--- config.mk ---
export PLATFORM = sky130hd
export DESIGN_NAME = rr_arbiter_n_flat
export DESIGN_NICKNAME = d
export VERILOG_FILES = /design/src/rtl/arb_pkg.sv /design/src/rtl/rr_arbiter_n_if.sv /design/src/rtl/rr_pick.sv /design/src/rtl/rr_arbiter_n.sv /design/src/flat_wrapper.sv
export SDC_FILE = /design/constraint.sdc
export NUM_CORES = 1
export LEC_CHECK = 0
export ABC_AREA = 0
export CELL_PAD_IN_SITES_DETAIL_PLACEMENT = 0
export CELL_PAD_IN_SITES_GLOBAL_PLACEMENT = 2
export CORE_UTILIZATION = 36
export DETAILED_ROUTE_END_ITERATION = 6
export PLACE_DENSITY_LB_ADDON = 0.1
export SYNTH_ARGS = -nofsm -noshare
export SYNTH_HDL_FRONTEND = slang
export SYNTH_HIERARCHICAL = 1
export SYNTH_SLANG_ARGS = --single-unit
--- constraint.sdc ---
create_clock -name clk -period 7.7 [get_ports clk]
set_clock_uncertainty 0.1 [all_clocks]
set_input_delay 1.925 -clock clk [delete_from_list [all_inputs] [get_ports clk]]
set_output_delay 1.925 -clock clk [all_outputs]
set_load 0.02 [all_outputs]
--- src/rtl/arb_pkg.sv ---
// rtl/arb_pkg.sv - shared types for the round-robin arbiter
//
// Purpose: state encoding and counter width shared by rr_arbiter_n.
// Ports:   none (package).
// Config:  the hold counter width is only used when ARB_TIMEOUT_EN is defined.
package arb_pkg;

  typedef enum logic {
    IDLE  = 1'b0,
    GRANT = 1'b1
  } state_t;

  // Wide enough for any legal TIMEOUT (2..65535).
  localparam int unsigned CNT_W = 16;

endpackage

--- src/rtl/rr_arbiter_n_if.sv ---
// rtl/rr_arbiter_n_if.sv - request/grant bundle between requesters and the arbiter
//
// Purpose: groups the request/release inputs and the registered grant outputs.
// Signals:
//   req           m  request per requester (level)
//   done          1  current owner releases the grant
//   gnt           m  one-hot grant
//   gnt_id        n  binary index of the owner
//   gnt_vld       1  a grant is active
//   timeout_pulse 1  forced-release indication (ARB_TIMEOUT_EN builds only)
// Modports: master = requester side, slave = arbiter side.
interface rr_arbiter_n_if #(
  parameter int n = 3
) ();

  localparam int m = 1 << n;

  logic [m-1:0] req;
  logic         done;
  logic [m-1:0] gnt;
  logic [n-1:0] gnt_id;
  logic         gnt_vld;
  logic         timeout_pulse;

  modport master (
    output req, done,
    input  gnt, gnt_id, gnt_vld, timeout_pulse
  );

  modport slave (
    input  req, done,
    output gnt, gnt_id, gnt_vld, timeout_pulse
  );

endinterface

--- src/rtl/rr_pick.sv ---
// rtl/rr_pick.sv - combinational rotating-priority pick
//
// Purpose: finds the first requester after index last_i, wrapping upward,
//          so that last_i itself has the lowest priority.
// Ports:
//   req_i   m  request vector
//   last_i  n  previous owner (lowest priority)
//   found_o 1  at least one request present
//   id_o    n  winning index (valid when found_o=1)
module rr_pick #(
  parameter int n = 3,
  localparam int m = 1 << n
) (
  input  logic [m-1:0] req_i,
  input  logic [n-1:0] last_i,
  output logic         found_o,
  output logic [n-1:0] id_o
);

  logic [n-1:0] shift;
  logic [n-1:0] idx;
  logic [m-1:0] rot;
  logic [n-1:0] pos;

  // n-bit arithmetic makes (last+1) mod m wrap for free.
  assign shift = last_i + 1'b1;

  // Rotate right by shift: rot[0] is the highest-priority requester.
  always_comb begin
    rot = '0;
    idx = '0;
    for (int i = 0; i < m; i++) begin
      idx    = i[n-1:0] + shift;
      rot[i] = req_i[idx];
    end
  end

  // Fixed lowest-index-first pick; scanning downward lets the lowest win.
  always_comb begin
    found_o = 1'b0;
    pos     = '0;
    for (int i = m - 1; i >= 0; i--) begin
      if (rot[i]) begin
        found_o = 1'b1;
        pos     = i[n-1:0];
      end
    end
  end

  assign id_o = pos + shift;

endmodule

--- src/rtl/rr_arbiter_n.sv ---
// rtl/rr_arbiter_n.sv - round-robin arbiter with hold-until-release grant
//
// Purpose: grants one shared resource to one of m = 2^n requesters, holds the
//          grant until the owner releases it, then rotates so the last owner
//          has the lowest priority. Optional forced release via ARB_TIMEOUT_EN.
// Ports:
//   clk  1  rising-edge clock
//   rst  1  synchronous active-high reset
//   bus     rr_arbiter_n_if.slave (req, done in; gnt, gnt_id, gnt_vld,
//           timeout_pulse out, all outputs registered)
// Parameters: n (index width), TIMEOUT (max hold cycles, ARB_TIMEOUT_EN only).
// Macro: ARB_TIMEOUT_EN enables the hold counter and timeout_pulse.
module rr_arbiter_n
  import arb_pkg::*;
#(
  parameter int n       = 3,
  parameter int TIMEOUT = 16
) (
  input  logic           clk,
  input  logic           rst,
  rr_arbiter_n_if.slave  bus
);

  localparam int m = 1 << n;

  if (TIMEOUT < 2 || TIMEOUT > 65535) begin : g_bad_timeout
    $error("rr_arbiter_n: TIMEOUT must be within 2..65535");
  end

  state_t       state_q, state_d;
  logic [n-1:0] last_q, last_d;
  logic [m-1:0] gnt_q, gnt_d;
  logic [n-1:0] gnt_id_q, gnt_id_d;
  logic         gnt_vld_q, gnt_vld_d;

  logic         vol_rel;
  logic         force_rel;
  logic         rel;
  logic [n-1:0] pick_last;
  logic         found;
  logic [n-1:0] win_id;

  assign vol_rel = bus.done | ~bus.req[gnt_id_q];

`ifdef ARB_TIMEOUT_EN
  logic [CNT_W-1:0] cnt_q, cnt_d;
  logic             tp_q, tp_d;

  assign force_rel = (cnt_q == CNT_W'(TIMEOUT - 1)) & ~vol_rel;
`else
  assign force_rel = 1'b0;
`endif

  assign rel = vol_rel | force_rel;

  // In GRANT the releasing owner becomes the new "last" on this same edge,
  // so the one picker serves both the idle path and the handover path.
  assign pick_last = (state_q == GRANT) ? gnt_id_q : last_q;

  rr_pick #(.n(n)) u_pick (
    .req_i   (bus.req),
    .last_i  (pick_last),
    .found_o (found),
    .id_o    (win_id)
  );

  always_comb begin
    state_d   = state_q;
    last_d    = last_q;
    gnt_d     = gnt_q;
    gnt_id_d  = gnt_id_q;
    gnt_vld_d = gnt_vld_q;
`ifdef ARB_TIMEOUT_EN
    cnt_d     = cnt_q;
    tp_d      = 1'b0;
`endif
    case (state_q)
      IDLE: begin
        if (found) begin
          state_d   = GRANT;
          gnt_d     = {{(m-1){1'b0}}, 1'b1} << win_id;
          gnt_id_d  = win_id;
          gnt_vld_d = 1'b1;
`ifdef ARB_TIMEOUT_EN
          cnt_d     = '0;
`endif
        end
      end
      GRANT: begin
        if (rel) begin
          last_d = gnt_id_q;
`ifdef ARB_TIMEOUT_EN
          tp_d   = force_rel;
          cnt_d  = '0;
`endif
          if (found) begin
            gnt_d    = {{(m-1){1'b0}}, 1'b1} << win_id;
            gnt_id_d = win_id;
          end else begin
            state_d   = IDLE;
            gnt_d     = '0;
            gnt_vld_d = 1'b0;
          end
        end else begin
`ifdef ARB_TIMEOUT_EN
          cnt_d = cnt_q + 1'b1;
`endif
        end
      end
      default: state_d = IDLE;
    endcase
  end

  always_ff @(posedge clk) begin
    if (rst) begin
      state_q   <= IDLE;
      last_q    <= '1;
      gnt_q     <= '0;
      gnt_id_q  <= '0;
      gnt_vld_q <= 1'b0;
`ifdef ARB_TIMEOUT_EN
      cnt_q     <= '0;
      tp_q      <= 1'b0;
`endif
    end else begin
      state_q   <= state_d;
      last_q    <= last_d;
      gnt_q     <= gnt_d;
      gnt_id_q  <= gnt_id_d;
      gnt_vld_q <= gnt_vld_d;
`ifdef ARB_TIMEOUT_EN
      cnt_q     <= cnt_d;
      tp_q      <= tp_d;
`endif
    end
  end

  assign bus.gnt     = gnt_q;
  assign bus.gnt_id  = gnt_id_q;
  assign bus.gnt_vld = gnt_vld_q;
`ifdef ARB_TIMEOUT_EN
  assign bus.timeout_pulse = tp_q;
`else
  assign bus.timeout_pulse = 1'b0;
`endif

endmodule
--- src/flat_wrapper.sv ---
// flat-port wrapper written by rule: the top's interface ports become plain ports
module rr_arbiter_n_flat import arb_pkg::*;
#(
  parameter int n       = 3,
  parameter int TIMEOUT = 16
)
  (clk, rst, bus_req, bus_done, bus_gnt, bus_gnt_id, bus_gnt_vld, bus_timeout_pulse);
  rr_arbiter_n_if #(.n(n)) bus_i ();
  input  logic clk;
  input  logic rst;
  input wire logic [$bits(bus_i.req)-1:0] bus_req;
  input wire logic [$bits(bus_i.done)-1:0] bus_done;
  output wire logic [$bits(bus_i.gnt)-1:0] bus_gnt;
  output wire logic [$bits(bus_i.gnt_id)-1:0] bus_gnt_id;
  output wire logic [$bits(bus_i.gnt_vld)-1:0] bus_gnt_vld;
  output wire logic [$bits(bus_i.timeout_pulse)-1:0] bus_timeout_pulse;
  assign bus_i.req = bus_req;
  assign bus_i.done = bus_done;
  assign bus_gnt = bus_i.gnt;
  assign bus_gnt_id = bus_i.gnt_id;
  assign bus_gnt_vld = bus_i.gnt_vld;
  assign bus_timeout_pulse = bus_i.timeout_pulse;
  rr_arbiter_n #(.n(n), .TIMEOUT(TIMEOUT)) u_core (.clk(clk), .rst(rst), .bus(bus_i));
endmodule
After elaboration in Yosys (flattened, before gate mapping)
Index checks and enable logic that the tools add are counted.
{"block": "word_totals", "reg_bits": 16, "inputBits": 11, "output_inout_bits": 13}
{"block": "op_classes", "n_mux": 49, "shifts": 1, "addsub": 9, "magnitude_cmp": 9, "n_eq_ne": 3, "bitwise_logic": 3, "n_reduce_logical": 3}
{"op": "< comparator 3 x 4 -> 1 bit, second input constant", "count": 9}
{"op": "2-to-1 mux 3 bit", "count": 11}
{"op": "binary-select mux 1 bit (select 3 bit)", "count": 9}
{"op": "2-to-1 mux 8 bit", "count": 3}
{"op": "2-to-1 mux 1 bit", "count": 22}
{"op": "one-hot mux 8 bit (2 select lines)", "count": 1}
{"op": "adder 3 bit, first input constant", "count": 4}
{"op": "left shift 1 x 3 -> 8 bit, first input constant", "count": 1}
{"op": "adder 2 x 3 -> 3 bit, first input constant", "count": 2}
{"op": "one-hot mux 3 bit (2 select lines)", "count": 1}
{"op": "inequality test 2 bit, second input constant", "count": 2}
{"op": "one-hot mux 1 bit (2 select lines)", "count": 2}
{"op": "AND reduction 2 bit", "count": 2}
{"op": "adder 1 x 3 -> 3 bit, first input constant", "count": 1}
{"op": "adder 3 x 1 -> 3 bit, second input constant", "count": 1}
{"op": "adder 3 bit", "count": 1}
{"op": "AND reduction 3 bit", "count": 1}
{"op": "inequality test 2 x 1 -> 1 bit, second input constant", "count": 1}
{"op": "inverter 1 bit", "count": 2}
{"op": "OR 1 bit", "count": 1}

Longest topological paths before layout
Gate-level depths: netlist (run 1).
{"block": "depth", "ltp_word": 18, "mapped_depth": 20, "ltp_nobuf": 17}

By module
The synthesis (run 1) kept the hierarchy.
{"module": "rr_arbiter_n", "seq_area_each_um2": 320.3, "n_inst": 1, "area_each_um2": 874.6, "cells_each": 87}
{"module": "rr_pick", "seq_area_each_um2": 0.0, "n_inst": 1, "area_each_um2": 690.7, "cells_each": 83}

Least setup slack after synthesis (run 1)
OpenSTA, ideal clock, no wires.
{"block": "synth_timing", "path_type": "input-to-reg", "from": "in bus_req[4]", "to": "reg u_core.gnt_q[0] (netlist: u_core/bus.gnt[0])", "arrival_time_ps": 4601, "cell_stages": 13, "required_ps": 7508, "path_slack_ps": 2907, "n_path_buf": 0, "cell_sequence": "mux4_2 or3_1 o311a_1 o22ai_1 o21ai_0 a21oi_1 ha_1 inv_1 fa_1 xnor2_1 xnor2_1 or2_2 o32ai_1"}
{"block": "synth_between", "elab_chain_len": 15, "word_cells_on_any_way": 45}
{"element": "start, declared", "line_no": "flat_wrapper.sv:11", "text": "input wire logic [$bits(bus_i.req)-1:0] bus_req;"}
{"element": "binary-select mux 1 bit (select 3 bit)", "line_no": "rr_pick.sv:34", "text": "rot[i] = req_i[idx];"}
{"element": "2-to-1 mux 1 bit (implied by the code)", "line_no": "rr_pick.sv:34"}
{"element": "2-to-1 mux 3 bit (7 in series)", "line_no": "rr_pick.sv:43", "text": "if (rot[i]) begin"}
{"element": "2-to-1 mux 3 bit *", "line_no": "rr_pick.sv:43"}
{"element": "adder 3 bit *", "line_no": "rr_pick.sv:50", "text": "assign id_o = pos + shift;"}
{"element": "via u_core.win_id[2]", "line_no": "rr_arbiter_n.sv:41", "text": "logic [n-1:0] win_id;"}
{"element": "left shift 1 x 3 -> 8 bit *", "line_no": "rr_arbiter_n.sv:81, rr_arbiter_n.sv:97"}
{"element": "2-to-1 mux 8 bit", "line_no": "rr_arbiter_n.sv:96", "text": "if (found) begin"}
{"element": "2-to-1 mux 8 bit", "line_no": "rr_arbiter_n.sv:90", "text": "if (rel) begin"}
{"element": "one-hot mux 8 bit (2 select lines) *", "line_no": "rr_arbiter_n.sv:77", "text": "case (state_q)"}
{"element": "end signal, assigned", "line_no": "rr_arbiter_n.sv:128", "text": "gnt_q <= gnt_d;"}
{"element": "end, declared", "line_no": "rr_arbiter_n.sv:32", "text": "logic [m-1:0] gnt_q, gnt_d;"}
Mark *: on every way through the listed nets, which the timed path passes. The rest lies on a longest branch. The select of a mux whose other input is x is not followed.
A chain may end at the register's enable or synchronous reset.

Worst setup path after layout (run 1)
{"block": "layout_timing", "from": "in bus_req[4]", "to": "reg u_core.gnt_q[4] (netlist: u_core/bus.gnt[4])"}
Same word-level chain as after synthesis.

==> metrics.txt, run 1 <==
Synth Instances 170; layout cells sized above 1 0.1640; switching pwr 437.9 uW; fin crit period 5.351 ns; cts bufs inserted 3; f_max 0.1869 GHz; I/O pins 24; critical path capture point type flip-flop; RSZ-0062 raised after global routing false; area grow syn2layout 17.43%; initial drt markers 63; max incr delay on CP 0.59 ns; final core area utilization 0.4498; WL final 3669 microns; PwrDens 482.3 mW/mm^2; DIE WIDTH 67.94 microns; slew margin rel. 0.3033; VDD IR-drop max 0.1281 mV; hold path depth 2; Final nets 205; TritonRoute pass-1 iters 4; static leakage 0.0006671 uW; synth warn 6; Tcrit/Tclk final 0.6950; Worst path slowest cell mux4_2; Post-synth EDFFs 0; status complete, no violations; Unique masters post-synth 51; Via Count 1382; Final Non-Filler Cells 239; depth of the worst register-to-register path 16; max-slew violations 0; Hold Path Class flip-flop to flip-flop; Crit Path Class primary input to flip-flop; worst-path cell chain clkdlybuf4s50_1, mux4_2, or3_1, o311a_1, o22ai_1, o21ai_0, a21oi_1, ha_1, inv_1, fa_1, xnor2_1, xnor2_1, nand2b_1, o32ai_1; CTS tree yes; initial antenna violation count 0; GP Congestion 0.7992; number of global-route vias before repair 1256; flops & latches, synth 16; Hold EP u_core/bus.gnt[3]; # hold bufs at CTS 0; syn nets 185; starting density of the core 0.3830; CP most frequent cell xnor2_1; worst setup margin 2.349 ns; Flop pwr share 0.142; Max Cap Viol 0; WP buf/inv 2; Worst Path Required 7.75 ns; final setup TNS 0 ns; Worst Setup Start Kind primary input; ANT cells 0; largest net degree at the start of global routing 27; CTS sink cnt 16; Reg clk slew, reported paths 0.06 ns; vias per cell 5.782; Sw Ratio 0.4940; core area 0.004086 sq mm; cell area after synthesis 0.001565 sq mm; Clock Power Share 0.081; Synth Flop Type dfxtp_1; die area 0.004616 sq mm; Placed Area 0.001783 sq mm; reg2reg setup slack 2.47 ns; first-pass GRT wire length 6023 microns; GRT overflow 0; Cell Int Power 448.6 uW; dpl ws 2.100 ns; r2r endpoint u_core/bus.gnt[4]; drt drc 0; clock buffer depth 2; H-tree Lvls 1; Buffers on Ports 22; wire per inst 15.35 microns; HPWL after detailed placement 2805 microns; worst slew pin tran 1.034 ns; Die Span Y 67.94 microns; CP arrival 5.40 ns; Final Cell Area 0.001838 sq mm; Post-synth ARST share 0; CP max FO 7; final setup vio count 0; Hold Startpoint u_core/bus.gnt[3]; critical path startpoint bus_req[4]; reg2reg start u_core/bus.gnt_id[0]; post-CTS sizing 0; Root Buffer Master clkbuf_8; Crit path max-delay family compound AO/OA/AOI/OAI gates; sequential-to-total area share from yosys stat 0.2046; final hold violations 0; FP Rows 23; Antenna Violating Nets Remaining 0; syn avg cell area 9.207 sq um; placed cells 235; worst-skew pair later-pin latency 0.24 ns; Post-CTS Setup Bufs 0; Global Route Usage Sum 0.1736; Gate power share 0.777
==> worst reg2reg max path, cell delays in order, from the launching register on <==
cell and delay, ns:
dfxtp_1 0.62, mux2_2 0.44, inv_2 0.15, ha_1 0.80
mux4_1 0.70, or3_1 0.33, o311a_1 0.13, o22ai_1 0.12
o21ai_0 0.10, a21oi_1 0.15, ha_1 0.16, inv_1 0.05
fa_1 0.37, xnor2_1 0.15, xnor2_1 0.34, nand2b_1 0.15
o32ai_1 0.28
==> layout make-up <==
cell class / count / area (sq um)
multi-input cells: 139 / 1150
clock buffers: 4 / 55.05
well taps: 50 / 62.56
inverters: 8 / 30.03
flip-flops and latches: 16 / 320.3
fillers: 407 / 2248
repair buffers: 22 / 220.2
==> power groups by stage <==
stage               Sequential [uW]  Combinational, uW  Clock (uW)
floorplan                       131                562           0
global placement                127                680           0
detailed placement              128                687           0
CTS                             126                689        74.4
global route                    129                764        78.7
finish                          126                689        72.1
==> sequential cells by signal (all words and copies together) (netlist names) <==
signal / cells
u_core/last_q: 3
u_core/bus.gnt_vld: 1
u_core/bus.gnt: 8
u_core/state_q: 1
u_core/bus.gnt_id: 3
==> worst max path at each step <==
stage | endpoint | slack [ns] | cells past startpoint
floorplan | u_core/bus.gnt[0] | 2.91 | 13
global placement | u_core/bus.gnt[1] | 2.20 | 14
detailed placement | u_core/bus.gnt[0] | 2.10 | 14
CTS | u_core/bus.gnt[4] | 2.35 | 14
global route | u_core/bus.gnt[5] | 2.10 | 16
finish | u_core/bus.gnt[4] | 2.35 | 14
==> through the flow <==
step                hold slack, ns  power, uW
floorplan                   0.3459      692.9
global placement            0.3686      807.2
detailed placement          0.3818      815.0
CTS                         0.3903      890.0
global route                0.4044      971.7
finish                      0.3886      886.5
==> cells in the final DEF (no fill, tap or decap), types with 2 or more instances in the layout <==
cell,instances
a211oi_2,2
a211oi_1,2
a21oi_2,2
nor2b_1,3
nand2_1,6
dfxtp_1,16
o21ai_0,6
inv_1,7
o32ai_1,8
clkdlybuf4s50_1,22
nor3_1,8
nor2_1,13
mux2i_1,16
nand2b_1,14
xnor2_1,5
o22ai_1,5
mux2i_2,2
a221o_2,2
a21oi_1,8
ha_1,3
o21ai_1,2
clkbuf_8,4
mux2_2,5
or2_2,2
mux4_2,2
==> per-layer routing <==
| layer | track usage | vias up | share of wire | routed length (microns) |
|---|---|---|---|---|
| li1 | - | 685 | - | - |
| met1 | 0.2386 | 659 | 0.50 | 1831 |
| met2 | 0.2880 | 36 | 0.45 | 1662 |
| met3 | 0.04000 | 2 | 0.044 | 163 |
| met4 | 0.007813 | 0 | 0.0033 | 12 |
| met5 | 0 | - | 0 | 0 |
==> synth_stat cells, types with 5 or more instances <==
master    count  share of area
a21oi_1       8          0.026
dfxtp_1      16           0.20
inv_1         7          0.017
mux2_2        5          0.036
mux2i_1      16           0.10
nand2_1       6          0.014
nand2b_1     14          0.056
nor2_1       13          0.031
nor3_1        8          0.026
o21ai_0       6          0.019
o22ai_1       5          0.020
o32ai_1       8          0.045
xnor2_1       5          0.028
==> logic make-up after synthesis <==
group / share of synthesized area
other: 0.002396
AND/OR/NAND/NOR: 0.1695
multiplexers: 0.2174
flip-flops: 0.2046
buffers and inverters: 0.06076
AO/OA/AOI/OAI: 0.2630
adder cells (fa/ha/maj): 0.03677
XOR/XNOR: 0.04556
(Power assumes the default switching activity.)
==> inputs of run 2 (changes only) <==
--- a/config.mk
+++ b/config.mk
@@ -8,7 +8,7 @@
 export ABC_AREA = 0
 export CELL_PAD_IN_SITES_DETAIL_PLACEMENT = 0
 export CELL_PAD_IN_SITES_GLOBAL_PLACEMENT = 2
-export CORE_UTILIZATION = 36
+export CORE_UTILIZATION = 33
 export DETAILED_ROUTE_END_ITERATION = 6
 export PLACE_DENSITY_LB_ADDON = 0.1
 export SYNTH_ARGS = -nofsm -noshare
==> constraint.sdc (replaced) <==
create_clock -name clk -period 5.33 [get_ports clk]
set_clock_uncertainty 0.1 [all_clocks]
set_input_delay 1.3325 -clock clk [delete_from_list [all_inputs] [get_ports clk]]
set_output_delay 1.3325 -clock clk [all_outputs]
set_load 0.02 [all_outputs]
==> run 2 against run 1 <==
Critical path depth unchanged. Global-route usage fell by 1.0 points. Sequential power up 37%. Cell count rose by 2.1%. Largest cell class unchanged. Non-clock buffer count increased by 3. Sequential cell count is the same. Via count is 1.3% lower. Critical path type unchanged. Count of clock-buffer cells in the layout did not move. Sequential share of layout area decreased by 0.23 points.
==> metrics.txt, run 2 (same netlist as run 1, synthesis figures left out) <==
status complete, no violations; Hold Path Class flip-flop to flip-flop; Global Route Usage Sum 0.1634 (-0.01022); Placed Area 0.001808 sq mm (+1.4%); depth of the worst register-to-register path 16 (unchanged); reg2reg start u_core/state_q; max-slew violations 0 (unchanged); post-CTS sizing 0 (unchanged); Final Cell Area 0.001863 sq mm (+1.4%); HPWL after detailed placement 3021 microns (+7.7%); CP max FO 7 (unchanged); Root Buffer Master clkbuf_8; first-pass GRT wire length 6458 microns (+7.2%); hold path depth 2 (unchanged); cts bufs inserted 3 (unchanged); DIE WIDTH 70.87 microns (+4.3%); # hold bufs at CTS 0 (unchanged); starting density of the core 0.3522 (-0.03084); static leakage 0.0006819 uW (+2.2%); Via Count 1364 (-1.3%); Worst Path Required 5.38 ns (-2.37 ns); critical path capture point type flip-flop; Largest register FFs 8 (unchanged); VDD IR-drop max 0.3098 mV (+140%); r2r endpoint u_core/bus.gnt[1]; vias per cell 5.590 (-3.3%); worst-path cell chain clkdlybuf4s50_1, mux4_2, or3_1, o311a_1, o22ai_1, o21ai_0, a21oi_1, ha_1, inv_1, fa_1, xnor2_1, xnor2_1, or2_2, o32ai_1; I/O pins 24 (unchanged); GP Congestion 0.7661 (-4.1%); Die Span Y 70.87 microns (+4.3%); dpl ws 0.3162 ns (-1.784 ns); CTS tree yes; Reg clk slew, reported paths 0.06 ns (about the same); TritonRoute pass-1 iters 6 (+2); fin crit period 4.748 ns; hold slack 0.3869 ns (-0.001735 ns); final setup TNS 0 ns (unchanged); GRT overflow 0 (unchanged); die area 0.005023 sq mm (+8.8%); largest net degree at the start of global routing 27 (unchanged); Crit Path Class primary input to flip-flop; initial drt markers 48 (-24%); Tcrit/Tclk final 0.8908; drt drc 0 (unchanged); WL final 3940 microns (+7.4%); FP Rows 24 (+4.3%); core area 0.004444 sq mm (+8.8%); WP buf/inv 2 (unchanged); RSZ-0062 raised after global routing false; CP arrival 4.80 ns (-0.60 ns); Max Cap Viol 0 (unchanged); Antenna Violating Nets Remaining 0 (unchanged); Buffers on Ports 22 (unchanged); worst setup margin 0.5821 ns (-1.767 ns); H-tree Lvls 1 (unchanged); Hold Startpoint u_core/bus.gnt[6]; worst slew pin tran 1.035 ns (+0.0005793 ns); layout cells sized above 1 0.1771 (+0.01306); wire per inst 16.15 microns (+5.2%); reg2reg setup slack 0.70 ns (-1.77 ns); CTS sink cnt 16 (unchanged); Worst Setup Start Kind primary input; ANT cells 0 (unchanged); area grow syn2layout 19.02%; slew margin rel. 0.3029 (-0.0003910); clock buffer depth 2 (unchanged); Worst path slowest cell mux4_2; final hold violations 0 (unchanged); initial antenna violation count 0 (unchanged); Hold EP u_core/bus.gnt[6]; commonest non-fill, non-tap cells in the layout clkdlybuf4s50_1 (22), mux2i_1 (16), dfxtp_1 (16); max incr delay on CP 0.58 ns (about the same); Post-CTS Setup Bufs 0 (unchanged); f_max 0.2106 GHz; PwrDens 702.7 mW/mm^2 (+46%); number of global-route vias before repair 1333 (+6.1%); Crit path max-delay family compound AO/OA/AOI/OAI gates; worst-skew pair later-pin latency 0.25 ns (about the same); final setup vio count 0 (unchanged); Final nets 208 (+1.5%); most common cell after layout, fill and taps aside clkdlybuf4s50_1; CP most frequent cell xnor2_1
==> run 2: cell count changes in the layout (fill, tap and decap cells not counted), sizes merged <==
cell,delta
buf,+3
==> run 2: per-stage QoR <==
step / util / total power, uW / cells
3_3_place_gp: 0.4068 / 1199 / 240
3_5_place_dp: 0.4068 / 1205 / 240
6_report: 0.4192 / 1309 / 244
5_1_grt: 0.4192 / 1426 / 244
2_1_floorplan: - / 1001 / 170
4_1_cts: 0.4192 / 1320 / 244
==> run 2: how the worst max path moves through the flow <==
stage | cells after the start | slack, ns | end | start
2_1_floorplan | 19 | 0.91 | u_core/bus.gnt[0] | u_core/bus.gnt_id[0]
3_3_place_gp | 14 | 0.35 | u_core/bus.gnt[1] | bus_req[4]
3_5_place_dp | 14 | 0.32 | u_core/bus.gnt[1] | bus_req[4]
4_1_cts | 14 | 0.58 | u_core/bus.gnt[1] | bus_req[4]
5_1_grt | 14 | 0.37 | u_core/bus.gnt[1] | bus_req[4]
6_report | 14 | 0.58 | u_core/bus.gnt[1] | bus_req[4]
==> run 2: cell type report <==
class,count,area [sq um]
flip-flops and latches,16,320.3
inverters,8,30.03
multi-input cells,139,1150
fillers,447,2581
repair buffers,25,242.7
well taps,52,65.06
clock buffers,4,55.05
==> run 2: worst reg2reg max path: stages, from the launching register on <==
cell and delay (ns):
dfxtp_1 0.42, mux2_2 0.39, inv_2 0.15, ha_1 0.44, mux4_1 0.67, or3_1 0.33
o311a_1 0.13, o22ai_1 0.12, o21ai_0 0.10, a21oi_1 0.19, ha_1 0.17, inv_1 0.05
fa_1 0.37, xnor2_1 0.19, xnor2_1 0.15, or2_2 0.33, o32ai_1 0.22
==> run 2: routing by layer <==
layer | routed length, microns | GRT usage | share of wire | vias up
li1 | - | - | - | 687
met1 | 1825 | 0.2030 | 0.46 | 644
met2 | 1916 | 0.2799 | 0.49 | 24
met3 | 86 | 0.01852 | 0.022 | 9
met4 | 112 | 0.08222 | 0.028 | 0
met5 | 0 | 0 | 0 | -
==> run 2: report_power, final <==
part / switching [uW] / internal [uW]
Sequential: 23.1 / 150
Combinational: 581 / 447
Clock: 42.8 / 65.6
==> inputs of run 3 (changes only) <==
--- a/config.mk
+++ b/config.mk
@@ -11,7 +11,9 @@
 export CORE_UTILIZATION = 33
 export DETAILED_ROUTE_END_ITERATION = 6
 export PLACE_DENSITY_LB_ADDON = 0.1
+export SLEW_MARGIN = 40
 export SYNTH_ARGS = -nofsm -noshare
 export SYNTH_HDL_FRONTEND = slang
 export SYNTH_HIERARCHICAL = 1
 export SYNTH_SLANG_ARGS = --single-unit
+export TNS_END_PERCENT = 10
==> run 3 against run 2 <==
Clock power about the same. Worst setup slack better by 0.0031 ns. Via count down 0.37%. Sequential power about the same. Hold slack about the same. Sequential share of layout area unchanged. Count of clock-buffer cells in the layout unchanged. Utilization unchanged. Die area unchanged. Critical endpoint unchanged.
==> metrics.txt, run 3 (same netlist as run 1, synthesis figures left out) <==
Post-CTS Setup Bufs 0 (unchanged); ANT cells 0 (unchanged); fin crit period 4.745 ns (-0.003067 ns); TritonRoute pass-1 iters 6 (unchanged); Worst Path Required 5.38 ns (about the same); depth of the worst register-to-register path 16 (unchanged); dpl ws 0.3190 ns (+0.002760 ns); drt drc 0 (unchanged); core area 0.004444 sq mm (unchanged); Final nets 208 (unchanged); die area 0.005023 sq mm (unchanged); CP max FO 7 (unchanged); Crit Path Class primary input to flip-flop; CTS tree yes; Filler cells 447 (unchanged); Global Route Usage Sum 0.1634 (unchanged); static leakage 0.0006820 uW (about the same); most common cell after layout, fill and taps aside clkdlybuf4s50_1; Antenna Violating Nets Remaining 0 (unchanged); layout cells sized above 1 0.1771 (unchanged); max-slew violations 0 (unchanged); Die Span Y 70.87 microns (unchanged); I/O pins 24 (unchanged); wire per inst 16.15 microns (about the same); vias per cell 5.570 (-0.37%); number of global-route vias before repair 1333 (unchanged); final setup vio count 0 (unchanged); slew margin rel. 0.4894 (+0.1865); WL final 3941 microns (about the same); RSZ-0062 raised after global routing false; worst slew pin tran 0.7635 ns (-0.2711 ns); final hold violations 0 (unchanged); # hold bufs at CTS 0 (unchanged); area grow syn2layout 19.02% (unchanged); Hold Path Class flip-flop to flip-flop; Root Buffer Master clkbuf_8; initial antenna violation count 0 (unchanged); VDD IR-drop max 0.3096 mV (about the same); final setup TNS 0 ns (unchanged); DIE WIDTH 70.87 microns (unchanged); Worst Setup Start Kind primary input; commonest non-fill, non-tap cells in the layout clkdlybuf4s50_1 (22), mux2i_1 (16), dfxtp_1 (16); largest net degree at the start of global routing 27 (unchanged); cts bufs inserted 3 (unchanged); Via Count 1359 (-0.37%); H-tree Lvls 1 (unchanged); f_max 0.2108 GHz (about the same); Buffers on Ports 22 (unchanged); Tcrit/Tclk final 0.8902 (about the same); initial drt markers 48 (unchanged); post-CTS sizing 0 (unchanged); GRT overflow 0 (unchanged); power consumption 1309 uW (about the same); critical path capture point type flip-flop; CTS sink cnt 16 (unchanged); worst-skew pair later-pin latency 0.25 ns (about the same); status complete, no violations; PwrDens 702.7 mW/mm^2 (about the same); FP Rows 24 (unchanged); HPWL after detailed placement 3021 microns (about the same); Largest register FFs 8 (unchanged); hold path depth 2 (unchanged); clock buffer depth 2 (unchanged); CP arrival 4.80 ns (about the same); Max Cap Viol 0 (unchanged); first-pass GRT wire length 6458 microns (unchanged); GP Congestion 0.7661 (unchanged); starting density of the core 0.3522 (unchanged); worst setup margin 0.5852 ns (+0.003067 ns); Reg clk slew, reported paths 0.06 ns (about the same)
-- run 3: cell counts in the layout (fill, tap and decap cells not counted) --
Identical to the previous run, type by type.
-- run 3: cell type report --
cell class	instances	area, sq um	share of cell area
Multi-Input combinational cell	139	1150	0.6172
Timing Repair Buffer	25	242.7	0.1303
Sequential cell	16	320.3	0.1719
Inverter	8	30.03	0.01612
Tap cell	52	65.06	0.03492
Clock buffer	4	55.05	0.02955
-- run 3: through the flow --
step	util	instance area [sq um]	hold slack (ns)	cells
floorplan	-	1565	0.3459	170
detailed placement	0.4068	1808	0.3750	240
global placement	0.4068	1808	0.3668	240
global route	0.4192	1863	0.4204	244
finish	0.4192	1863	0.3869	244
CTS	0.4192	1863	0.3883	244
-- run 3: final timing paths --
check | start | endpoint | slack [ns]
min reg2reg | u_core/bus.gnt[6] | u_core/bus.gnt[6] | 0.39
max reg2reg | u_core/state_q | u_core/bus.gnt[1] | 0.70
max | bus_req[4] | u_core/bus.gnt[1] | 0.59
min | u_core/bus.gnt[6] | u_core/bus.gnt[6] | 0.39
-- run 3: report_power, final --
part	internal [uW]	leakage, uW	switching (uW)
Sequential	150	0.000132	23.1
Clock	65.6	0.0000288	43.1
Combinational	447	0.000521	580
Total	663	0.000682	647
-- run 3: critical path, stage by stage --
cell and delay [ns]:
clkdlybuf4s50_1 0.51, mux4_2 0.58, or3_1 0.37, o311a_1 0.13, o22ai_1 0.12, o21ai_0 0.10
a21oi_1 0.19, ha_1 0.17, inv_1 0.05, fa_1 0.37, xnor2_1 0.19, xnor2_1 0.15
or2_2 0.33, o32ai_1 0.22
-- run 3: metal layers --
layer  part of all wire  track usage  routed length [microns]  vias up
met3              0.020      0.01852                       80        9
met1               0.46       0.2030                     1808      641
li1                   -            -                        -      688
met2               0.49       0.2799                     1940       21
met4              0.028      0.08222                      112        0
met5                  0            0                        0        -
